--- config.mk ---
export PLATFORM = sky130hd
export DESIGN_NAME = imem_load_ctrl
export DESIGN_NICKNAME = d
export VERILOG_FILES = /design/src/rtl/imem_load_ctrl.sv
export SDC_FILE = /design/constraint.sdc
export NUM_CORES = 1
export LEC_CHECK = 0
export CAP_MARGIN = 40
export CORE_UTILIZATION = 28
export CTS_CLUSTER_DIAMETER = 80
export CTS_CLUSTER_SIZE = 25
export DETAILED_ROUTE_END_ITERATION = 10
export PLACE_DENSITY_LB_ADDON = 0.3
export SLEW_MARGIN = 20
export SYNTH_ARGS = -nofsm -noshare
export SYNTH_HDL_FRONTEND = slang
export SYNTH_SLANG_ARGS = --single-unit
--- constraint.sdc ---
create_clock -name clk -period 2.4 [get_ports clk]
set_input_delay 0.72 -clock clk [delete_from_list [all_inputs] [get_ports clk]]
set_output_delay 0.72 -clock clk [all_outputs]
set_load 0.03 [all_outputs]
--- src/rtl/imem_load_ctrl.sv ---
// rtl/imem_load_ctrl.sv - instruction memory sequencer shared by core fetch and a program loader
// Optional checksum accumulator: define IMEM_LOAD_CHECKSUM_EN.
module imem_load_ctrl #(
    parameter int DEPTH     = 64,
    parameter int ADDR_W    = 6,
    parameter int FLUSH_CYC = 4
) (
    input  logic              clk,
    input  logic              rst_n,
    input  logic [31:0]       fetch_pc,
    output logic [31:0]       instr,
    output logic              core_hold_n,
    input  logic              ld_start,
    input  logic              ld_valid,
    input  logic [31:0]       ld_data,
    input  logic              ld_last,
    output logic              ld_ready,
    output logic [ADDR_W:0]   ld_count,
    output logic              ld_err,
    output logic [31:0]       ld_csum,
    output logic [ADDR_W-1:0] mem_addr,
    output logic              mem_we,
    output logic [31:0]       mem_wdata,
    input  logic [31:0]       mem_rdata
);

    typedef enum logic [1:0] {S_RUN, S_LOAD, S_FLUSH} state_t;

    localparam logic [ADDR_W:0] L_DEPTH = (ADDR_W + 1)'(DEPTH);
    localparam logic [ADDR_W:0] L_ONE   = (ADDR_W + 1)'(1);
    localparam logic [3:0]      L_FLAST = 4'(FLUSH_CYC - 1);

    state_t          r_state;
    logic [ADDR_W:0] r_wptr;
    logic [3:0]      r_fcnt;
    logic [ADDR_W:0] r_ld_count;
    logic            r_ld_err;

    logic w_load;
    logic w_room;
    logic w_unused_pc;

    assign w_load      = (r_state == S_LOAD);
    assign w_room      = (r_wptr < L_DEPTH);
    assign w_unused_pc = ^{fetch_pc[31:ADDR_W+2], fetch_pc[1:0]};

    assign instr       = mem_rdata;
    assign core_hold_n = (r_state == S_RUN);
    assign ld_ready    = w_load;
    assign mem_we      = w_load & ld_valid & w_room;
    assign mem_wdata   = ld_data;
    assign mem_addr    = w_load ? r_wptr[ADDR_W-1:0] : fetch_pc[ADDR_W+1:2];
    assign ld_count    = r_ld_count;
    assign ld_err      = r_ld_err;

    always_ff @(posedge clk or negedge rst_n) begin
        if (!rst_n) begin
            r_state    <= S_RUN;
            r_wptr     <= '0;
            r_fcnt     <= '0;
            r_ld_count <= '0;
            r_ld_err   <= 1'b0;
        end else begin
            case (r_state)
                S_RUN: begin
                    if (ld_start) begin
                        r_state    <= S_LOAD;
                        r_wptr     <= '0;
                        r_ld_count <= '0;
                        r_ld_err   <= 1'b0;
                    end
                end
                S_LOAD: begin
                    if (ld_valid) begin
                        // Beats past the end are acknowledged but dropped; wptr saturates at DEPTH.
                        if (w_room) begin
                            r_wptr     <= r_wptr + L_ONE;
                            r_ld_count <= r_ld_count + L_ONE;
                        end else begin
                            r_ld_err <= 1'b1;
                        end
                        if (ld_last) begin
                            r_state <= S_FLUSH;
                            r_fcnt  <= '0;
                        end
                    end
                end
                S_FLUSH: begin
                    r_fcnt <= r_fcnt + 4'd1;
                    if (r_fcnt == L_FLAST) begin
                        r_state <= S_RUN;
                    end
                end
                default: r_state <= S_RUN;
            endcase
        end
    end

`ifdef IMEM_LOAD_CHECKSUM_EN
    logic [31:0] r_ld_csum;

    always_ff @(posedge clk or negedge rst_n) begin
        if (!rst_n) begin
            r_ld_csum <= '0;
        end else if ((r_state == S_RUN) && ld_start) begin
            r_ld_csum <= '0;
        end else if (mem_we) begin
            r_ld_csum <= r_ld_csum + ld_data;
        end
    end

    assign ld_csum = r_ld_csum;
`else
    assign ld_csum = 32'd0;
`endif

endmodule

==> flow_summary.html, run 1 <==
<table>
<tr><th>Metric</th><th>Value</th></tr>
<tr><th colspan="2">Synth</th></tr>
<tr><td>Mean cell area of the mapped netlist</td><td>between 8 and 9 sq um</td></tr>
<tr><td>Post-synthesis cell type count</td><td>34</td></tr>
<tr><td>Syn Inst Count</td><td>219</td></tr>
<tr><td>Flops &amp; latches, synth</td><td>21</td></tr>
<tr><td>Total of warnings raised by yosys</td><td>0</td></tr>
<tr><td>Area fraction in compound gates after synthesis</td><td>10.7%</td></tr>
<tr><td>Area of the mapped netlist</td><td>roughly 1900 sq um</td></tr>
<tr><td>Post-synthesis share of cell area spent on full adders, half adders and majority gates</td><td>between 1.5 and 2%</td></tr>
<tr><td>Dominant combinational cell family by area after synthesis</td><td>buffers and inverters</td></tr>
<tr><td>Multiplexer fraction of the synthesized cell area</td><td>5.09%</td></tr>
<tr><td>XOR/XNOR Fraction of Synth Area</td><td>0%</td></tr>
<tr><td>Share of synthesized area occupied by flip-flops and latches</td><td>approximately 27%</td></tr>
<tr><td>Synthesized-area fraction occupied by and/or/nand/nor cells</td><td>between 10% and 20%</td></tr>
<tr><th colspan="2">Critical path</th></tr>
<tr><td>Crit Path Max Fanout</td><td>1</td></tr>
<tr><td>Crit path DAT</td><td>~1.6 ns</td></tr>
<tr><td>CP required</td><td>roughly 1.7 ns</td></tr>
<tr><td>Critical path class</td><td>input pin to output pin</td></tr>
<tr><td>Crit path launch type</td><td>input pin</td></tr>
<tr><td>Critical path capture point type</td><td>output pin</td></tr>
<tr><th colspan="2">Final layout</th></tr>
<tr><td>Antenna diode count</td><td>0</td></tr>
<tr><td>Net total in the final layout</td><td>about 290</td></tr>
<tr><td>Ratio of cells with drive above 1 in the final layout</td><td>between 10% and 20%</td></tr>
<tr><td>Commonest cells after routing, fill and taps aside</td><td>sky130_fd_sc_hd__conb_1, sky130_fd_sc_hd__dfrtp_1, sky130_fd_sc_hd__buf_4</td></tr>
<tr><td>Most common cell after layout, fill and taps aside</td><td>sky130_fd_sc_hd__conb_1</td></tr>
<tr><td>Final Util</td><td>26.9%</td></tr>
<tr><td>Area overhead of the layout relative to synthesis</td><td>-9.14%</td></tr>
<tr><th colspan="2">STA</th></tr>
<tr><td>Setup total negative slack</td><td>0 ns</td></tr>
<tr><td>Setup slack after layout</td><td>roughly 0.093 ns</td></tr>
<tr><td>Max frequency</td><td>434 MHz</td></tr>
<tr><td>Crit share post-route</td><td>96.1%</td></tr>
<tr><td>Max Transition Viols Final</td><td>0</td></tr>
<tr><td>Min Clock Period, post-route</td><td>about 2.3 ns</td></tr>
<tr><td>RSZ-0062 raised after global routing</td><td>false</td></tr>
<tr><td>Final hold violations</td><td>0</td></tr>
<tr><td>Post-route worst hold slack</td><td>approximately 0.53 ns</td></tr>
<tr><td>Clock tree skew after final layout</td><td>0.00473 ns</td></tr>
<tr><td>Setup Viol. Count Final</td><td>0</td></tr>
<tr><th colspan="2">Global routing</th></tr>
<tr><td>Global-route congestion overflow total</td><td>0</td></tr>
<tr><td>Number of antenna violations at the first check in global routing</td><td>0</td></tr>
<tr><td>Number of global-route vias before repair</td><td>between 1k and 1.5k</td></tr>
<tr><td>Maximum number of pins on one net before global-route repair</td><td>22</td></tr>
<tr><td>Global-route wire length before repair</td><td>approximately 5400 um</td></tr>
<tr><td>Total routing usage reported by global routing</td><td>around a tenth</td></tr>
<tr><th colspan="2">Detailed routing</th></tr>
<tr><td>Ratio of routed vias to standard cells</td><td>between 4 and 5</td></tr>
<tr><td>Final antenna-violating net count</td><td>0</td></tr>
<tr><td>Number of design rule violations left after detail routing</td><td>2</td></tr>
<tr><td>Number of vias in the routed layout</td><td>roughly 1.2k</td></tr>
<tr><td>1st-iter DRT viols</td><td>79</td></tr>
<tr><td>Number of detailed-routing iterations run before antenna repair</td><td>11</td></tr>
<tr><td>Final routed wirelength across all metal layers</td><td>between 3000 and 4000 um</td></tr>
<tr><td>Routed length per placed instance</td><td>~13 um</td></tr>
<tr><th colspan="2">Power</th></tr>
<tr><td>P_leak</td><td>slightly above 0.8 nW</td></tr>
<tr><td>Worst ir drop on vdd</td><td>roughly 300 uV</td></tr>
<tr><td>Total power consumption of the routed design</td><td>~0.0017 W</td></tr>
<tr><td>Pwr Density</td><td>971 nW/um^2</td></tr>
<tr><th colspan="2">Die</th></tr>
<tr><td>Die outline area</td><td>7180 sq um</td></tr>
<tr><td>Starting utilization of the core area</td><td>29.7%</td></tr>
<tr><td>Std-Cell Core Area</td><td>~6500 sq um</td></tr>
<tr><td>Row Count</td><td>29</td></tr>
<tr><td>Horizontal die dimension</td><td>about 85 um</td></tr>
<tr><td>Overall die height</td><td>about 85 um</td></tr>
<tr><td>Top-level port count</td><td>~210</td></tr>
<tr><th colspan="2">Placement</th></tr>
<tr><td>Total half-perimeter wirelength after legalization and detailed placement</td><td>2560 um</td></tr>
<tr><td>Number of input and output port buffers inserted</td><td>27</td></tr>
<tr><td>Global placement routability congestion</td><td>between 0.7 and 0.8</td></tr>
<tr><td>Worst slack at placement</td><td>-0.00806 ns</td></tr>
<tr><th colspan="2">Clock network</th></tr>
<tr><td>TritonCTS clock tree</td><td>built</td></tr>
<tr><td>Number of buffers inserted during clock tree synthesis</td><td>3</td></tr>
<tr><td>Clock-pin slew on the worst setup and hold paths</td><td>roughly 0.080 ns</td></tr>
<tr><td>Number of buffers inserted by post-CTS setup repair</td><td>0</td></tr>
<tr><td>CTS H-tree lvls</td><td>1</td></tr>
<tr><td>CTS Buffer Depth</td><td>2</td></tr>
<tr><td>Sinks on Clock Net</td><td>21</td></tr>
<tr><td>Clock latency reported for the late side of the worst-skew pair</td><td>approximately 0.26 ns</td></tr>
<tr><td>Root buffer cell</td><td>sky130_fd_sc_hd__clkbuf_8</td></tr>
<tr><th colspan="2">Job</th></tr>
<tr><td>Maxcap violations</td><td>0</td></tr>
<tr><th colspan="2">Run status</th></tr>
<tr><td>Violations in the final reports</td><td>DRC</td></tr>
<tr><td>Result of the run</td><td>complete, but fails checks</td></tr>
<tr><th colspan="2">Worst hold path</th></tr>
<tr><td>Min-delay worst type</td><td>flip-flop to flip-flop</td></tr>
</table>
-- layer usage --
layer | wire length, um | share of wire, % | track usage (%) | up-vias
met5 | 0 | 0 | 0 | -
met4 | 107 | 3.1 | 6.47 | 0
met3 | 245 | 7.2 | 1.97 | 18
met2 | 1550 | 46 | 14.8 | 62
met1 | 1490 | 44 | 12.0 | 528
li1 | - | - | - | 550
-- cell families after synthesis --
kind of cell	Yosys count
other	1
multiplexers	9
adder cells (fa/ha/maj)	3
AO/OA/AOI/OAI	30
buffers and inverters	112
AND/OR/NAND/NOR	43
flip-flops	21
-- where the power goes --
| group | switching [W] | leakage (nW) | internal [W] | total (W) |
|---|---|---|---|---|
| Sequential | 0.0000679 | 0.285 | 0.000419 | 0.000487 |
| Clock | 0.000122 | 0.0255 | 0.000116 | 0.000238 |
| Combinational | 0.000585 | 0.500 | 0.000379 | 0.000964 |
| Total | 0.000775 | 0.810 | 0.000914 | 0.00169 |
-- area by class of cell --
type                       instances  area [sq um]
sequential                        21           526
clock inverter                     1          5.00
timing repair buffer              38           332
inverter                           9          33.8
tap                               77          96.3
fill                             703          4720
multi-input combinational        117           707
clock buffer                       3          41.3
-- cell usage after synthesis, drive strengths merged --
cell type,instances,share of area (%)
nand2,16,3.1
o21a,1,0.39
and3,1,0.33
a22o,1,0.46
nor2b,1,0.33
nor2,4,0.78
o21ai,6,1.6
inv,9,1.8
conb,1,0.20
mux2i,3,1.6
or4,6,2.4
dfrtp,21,27
or3b,1,0.59
nand4,1,0.33
mux2,6,3.5
clkbuf,1,0.20
a211oi,5,2.2
o211ai,6,2.4
nand2b,1,0.33
a311oi,2,0.91
a31oi,1,0.33
nand3,8,2.1
o311ai,1,0.46
buf,102,40
nor3b,1,0.39
a221oi,1,0.46
a21oi,6,1.6
or2b,2,0.78
ha,3,2.0
nand4bb,1,1.4
-- stage by stage --
step                instances  area (sq um)
global placement          262          1700
global route              266          1740
CTS                       266          1740
detailed placement        262          1700
finish                    266          1740
floorplan                 250          2030
-- path summary, 6_finish.rpt --
check,startpoint,to,slack (ns),cells after the start
max in group asynchronous,rst_n,ld_count[4],1.36,2
hold reg to reg,r_fcnt[3],r_fcnt[3],0.53,1
setup / recovery,fetch_pc[4],mem_addr[2],0.09,3
hold / removal,r_fcnt[3],r_fcnt[3],0.53,1
min in group asynchronous,rst_n,r_wptr[0],0.82,2
setup reg to reg,r_state[1],r_wptr[6],0.71,5
-- flip-flops by register name, indices dropped and copies added, names as in the netlist --
| name | cells |
|---|---|
| ld_count | 7 |
| r_wptr | 7 |
| r_fcnt | 4 |
| r_state | 2 |
| ld_err | 1 |
-- repair_timing --
| item | in CTS | in global routing |
|---|---|---|
| resized for setup | 1 | 0 |
| hold buffers | 0 | 0 |
| endpoints found under the setup margin | 1 | 0 |
-- critical path, cell delays in order --
cell	delay, ns
sky130_fd_sc_hd__clkdlybuf4s50_1	0.42
sky130_fd_sc_hd__mux2_2	0.28
sky130_fd_sc_hd__buf_4	0.17
No activity file was read; power rests on OpenSTA's default activity.
==> run 2, diff against run 1 <==
CORE_AREA = 2 2 83 85   (was unset)
CORE_UTILIZATION = unset   (was 28)
CTS_CLUSTER_SIZE = unset   (was 25)
DIE_AREA = 0 0 85 87   (was unset)
clock period = 2.7 ns   (was 2.4 ns; I/O delays follow)
==> run 2 against run 1 <==
The flow now finishes without violations. Register-to-register slack improved by 0.33 ns. Flip-flop and latch count did not move. Clock power fell by 9.7%. Largest cell class unchanged. Combinational power decreased by 13%. Clock-buffer cell count unchanged. Hold slack worse by 0.0050 ns. Core utilization down 0.64 points. Setup slack improved by 0.036 ns. Die area rose by 3.1%. Critical path depth grew 1.
==> flow_summary.html, run 2 (synthesis gave the netlist of run 1 again) <==
<table>
<tr><th>Metric</th><th>Value</th></tr>
<tr><th colspan="2">Run status</th></tr>
<tr><td>Result of the run</td><td>finished, final reports clean</td></tr>
<tr><th colspan="2">Power</th></tr>
<tr><td>P_leak</td><td>0.790 nW (-2.5%)</td></tr>
<tr><td>Clock group share of total power</td><td>14.5% (+0.4 points)</td></tr>
<tr><td>Pwr Density</td><td>859 nW/um^2 (-12%)</td></tr>
<tr><td>Internal Power</td><td>0.000805 W (-12%)</td></tr>
<tr><td>Sequential share of power</td><td>29.3% (+0.5 points)</td></tr>
<tr><td>Sw power</td><td>0.000678 W (-12%)</td></tr>
<tr><td>Worst ir drop on vdd</td><td>501 uV (+70%)</td></tr>
<tr><td>Total power consumption of the routed design</td><td>0.00148 W (-12%)</td></tr>
<tr><td>Sw Share</td><td>45.7% (-0.14 points)</td></tr>
<tr><td>Logic gate share of total power</td><td>56.2% (-0.9 points)</td></tr>
<tr><th colspan="2">Clock network</th></tr>
<tr><td>Clock-pin slew on the worst setup and hold paths</td><td>0.08 ns (about the same)</td></tr>
<tr><td>Gates resized, CTS repair</td><td>0 (-1)</td></tr>
<tr><td>Hold bufs inserted after CTS</td><td>0 (unchanged)</td></tr>
<tr><td>TritonCTS clock tree</td><td>built</td></tr>
<tr><td>CTS H-tree lvls</td><td>1 (unchanged)</td></tr>
<tr><td>Number of buffers inserted during clock tree synthesis</td><td>3 (unchanged)</td></tr>
<tr><td>Number of buffers inserted by post-CTS setup repair</td><td>0 (unchanged)</td></tr>
<tr><td>Root buffer cell</td><td>sky130_fd_sc_hd__clkbuf_8</td></tr>
<tr><td>CTS Buffer Depth</td><td>2 (unchanged)</td></tr>
<tr><td>Sinks on Clock Net</td><td>21 (unchanged)</td></tr>
<tr><td>Clock latency reported for the late side of the worst-skew pair</td><td>0.27 ns (about the same)</td></tr>
<tr><th colspan="2">Final layout</th></tr>
<tr><td>Net total in the final layout</td><td>291 (-1.0%)</td></tr>
<tr><td>Commonest cells after routing, fill and taps aside</td><td>sky130_fd_sc_hd__conb_1, sky130_fd_sc_hd__dfrtp_1, sky130_fd_sc_hd__clkdlybuf4s50_1</td></tr>
<tr><td>Footprint of the multi-input gates</td><td>707 sq um (unchanged)</td></tr>
<tr><td>Final Util</td><td>26.3% (-0.64 points)</td></tr>
<tr><td>Area overhead of the layout relative to synthesis</td><td>-9.80%</td></tr>
<tr><td>Non-filler instance count after layout</td><td>266 (unchanged)</td></tr>
<tr><td>Antenna diode count</td><td>0 (unchanged)</td></tr>
<tr><td>Most common cell after layout, fill and taps aside</td><td>sky130_fd_sc_hd__conb_1</td></tr>
<tr><td>Total area of sequential cells</td><td>526 sq um (unchanged)</td></tr>
<tr><td>Ratio of cells with drive above 1 in the final layout</td><td>15.1% (-1.9 points)</td></tr>
<tr><td>Total of fill cells in the finished design</td><td>717 (+2.0%)</td></tr>
<tr><th colspan="2">Global routing</th></tr>
<tr><td>Met1 Track Usage GR</td><td>10.0% (-1.9 points)</td></tr>
<tr><td>Number of global-route vias before repair</td><td>1000 (-6.0%)</td></tr>
<tr><td>Busiest metal layer after global routing</td><td>met2</td></tr>
<tr><td>Global-route congestion overflow total</td><td>0 (unchanged)</td></tr>
<tr><td>Maximum number of pins on one net before global-route repair</td><td>22 (unchanged)</td></tr>
<tr><td>Number of antenna violations at the first check in global routing</td><td>0 (unchanged)</td></tr>
<tr><td>Global-route wire length before repair</td><td>4870 um (-10%)</td></tr>
<tr><td>Met3 Use GR</td><td>2.37% (+0.40 points)</td></tr>
<tr><td>Met2 demand-to-capacity share in global routing</td><td>12.9% (-1.9 points)</td></tr>
<tr><td>Total routing usage reported by global routing</td><td>8.25% (-1.3 points)</td></tr>
<tr><th colspan="2">Worst hold path</th></tr>
<tr><td>Min-delay worst type</td><td>flip-flop to flip-flop</td></tr>
<tr><td>End point of the worst hold path</td><td>r_fcnt[3]</td></tr>
<tr><td>Start point of the worst hold path</td><td>r_fcnt[3]</td></tr>
<tr><td>Worst Hold Path Cells</td><td>1 (unchanged)</td></tr>
<tr><th colspan="2">Critical path</th></tr>
<tr><td>Number of cells on the worst reg-to-reg path</td><td>4 (-1)</td></tr>
<tr><td>Endpoint of the worst-slack reg-to-reg timing path</td><td>r_wptr[5]</td></tr>
<tr><td>Crit path launch type</td><td>input pin</td></tr>
<tr><td>Flop-to-flop setup slack</td><td>1.04 ns (+0.33 ns)</td></tr>
<tr><td>Crit path DAT</td><td>1.76 ns (+0.17 ns)</td></tr>
<tr><td>Crit Path Max Fanout</td><td>3 (+2)</td></tr>
<tr><td>Critical path class</td><td>input pin to output pin</td></tr>
<tr><td>Critical path capture point type</td><td>output pin</td></tr>
<tr><td>CP required</td><td>1.89 ns (+0.21 ns)</td></tr>
<tr><td>Worst r2r src</td><td>r_state[0]</td></tr>
<tr><th colspan="2">Placement</th></tr>
<tr><td>Global placement routability congestion</td><td>0.718 (+1.9%)</td></tr>
<tr><td>Number of input and output port buffers inserted</td><td>27 (unchanged)</td></tr>
<tr><td>Total half-perimeter wirelength after legalization and detailed placement</td><td>2330 um (-9.1%)</td></tr>
<tr><td>Cell total after placement</td><td>262 (unchanged)</td></tr>
<tr><th colspan="2">STA</th></tr>
<tr><td>Setup total negative slack</td><td>0 ns (unchanged)</td></tr>
<tr><td>Crit share post-route</td><td>a little over nine tenths</td></tr>
<tr><td>Post-route worst hold slack</td><td>0.522 ns (-0.00496 ns)</td></tr>
<tr><td>Max Transition Viols Final</td><td>0 (unchanged)</td></tr>
<tr><td>Setup Viol. Count Final</td><td>0 (unchanged)</td></tr>
<tr><td>Final hold violations</td><td>0 (unchanged)</td></tr>
<tr><td>Clock tree skew after final layout</td><td>0.00873 ns (+0.00400 ns)</td></tr>
<tr><td>Min Clock Period, post-route</td><td>2.57 ns</td></tr>
<tr><td>RSZ-0062 raised after global routing</td><td>false</td></tr>
<tr><td>Max frequency</td><td>a little under 400 MHz</td></tr>
<tr><th colspan="2">Detailed routing</th></tr>
<tr><td>Number of vias in the routed layout</td><td>1148 (-0.86%)</td></tr>
<tr><td>Routed length per placed instance</td><td>11.9 um (-7.1%)</td></tr>
<tr><td>Number of design rule violations left after detail routing</td><td>0 (-2)</td></tr>
<tr><td>Number of detailed-routing iterations run before antenna repair</td><td>4 (-7)</td></tr>
<tr><td>1st-iter DRT viols</td><td>41 (-48%)</td></tr>
<tr><td>Final routed wirelength across all metal layers</td><td>3160 um (-7.1%)</td></tr>
<tr><td>Final antenna-violating net count</td><td>0 (unchanged)</td></tr>
<tr><td>Ratio of routed vias to standard cells</td><td>4.32 (-0.86%)</td></tr>
<tr><th colspan="2">Die</th></tr>
<tr><td>Starting utilization of the core area</td><td>29.2% (-0.50 points)</td></tr>
<tr><td>Horizontal die dimension</td><td>85 um (+0.34%)</td></tr>
<tr><td>Overall die height</td><td>87 um (+2.7%)</td></tr>
<tr><td>Die outline area</td><td>7400 sq um (+3.1%)</td></tr>
<tr><td>Row Count</td><td>30 (+3.4%)</td></tr>
<tr><td>Std-Cell Core Area</td><td>6570 sq um (+1.7%)</td></tr>
<tr><td>Top-level port count</td><td>214 (unchanged)</td></tr>
<tr><th colspan="2">Job</th></tr>
<tr><td>Maxcap violations</td><td>0 (unchanged)</td></tr>
</table>
==> run 2: power by group through the flow <==
| stage | clock network [W] | logic (W) | registers, W |
|---|---|---|---|
| floorplan | 0 | 0.000771 | 0.000457 |
| global placement | 0 | 0.000840 | 0.000439 |
| detailed placement | 0 | 0.000844 | 0.000441 |
| CTS | 0.000225 | 0.000846 | 0.000435 |
| global route | 0.000242 | 0.000901 | 0.000447 |
| finish | 0.000215 | 0.000834 | 0.000435 |
==> run 2: worst max path at each step <==
stage	startpoint	endpoint
after global placement	ld_valid	mem_we
after detailed placement	ld_valid	mem_we
after global routing	ld_valid	mem_we
final	ld_valid	mem_we
after floorplan	r_state[1]	mem_addr[0]
after CTS	ld_valid	mem_we
==> run 2: layout make-up <==
cell class,instances,share of cell area (%)
clock buffer,3,2.39
clock inverter,1,0.434
inverter,9,1.96
multi-input combinational,117,40.9
sequential,21,30.4
tap,80,5.79
timing repair buffer,35,18.1
==> run 2: routing by layer <==
| layer | vias up | wire [um] |
|---|---|---|
| li1 | 537 | - |
| met1 | 526 | 1290 |
| met2 | 65 | 1490 |
| met3 | 20 | 286 |
| met4 | 0 | 91 |
| met5 | - | 0 |
==> run 2: critical path: stages <==
cell,delay [ns]
sky130_fd_sc_hd__clkdlybuf4s50_1,0.53
sky130_fd_sc_hd__nand4bb_4,0.13
sky130_fd_sc_hd__inv_1,0.12
sky130_fd_sc_hd__buf_4,0.17
==> run 2: per-stage QoR <==
step                      area, sq um  worst slack (ns)
after detailed placement         1680             0.102
final                            1730             0.130
after global routing             1730            0.0684
after global placement           1680            0.0937
after floorplan                  2030             0.493
after CTS                        1730             0.101
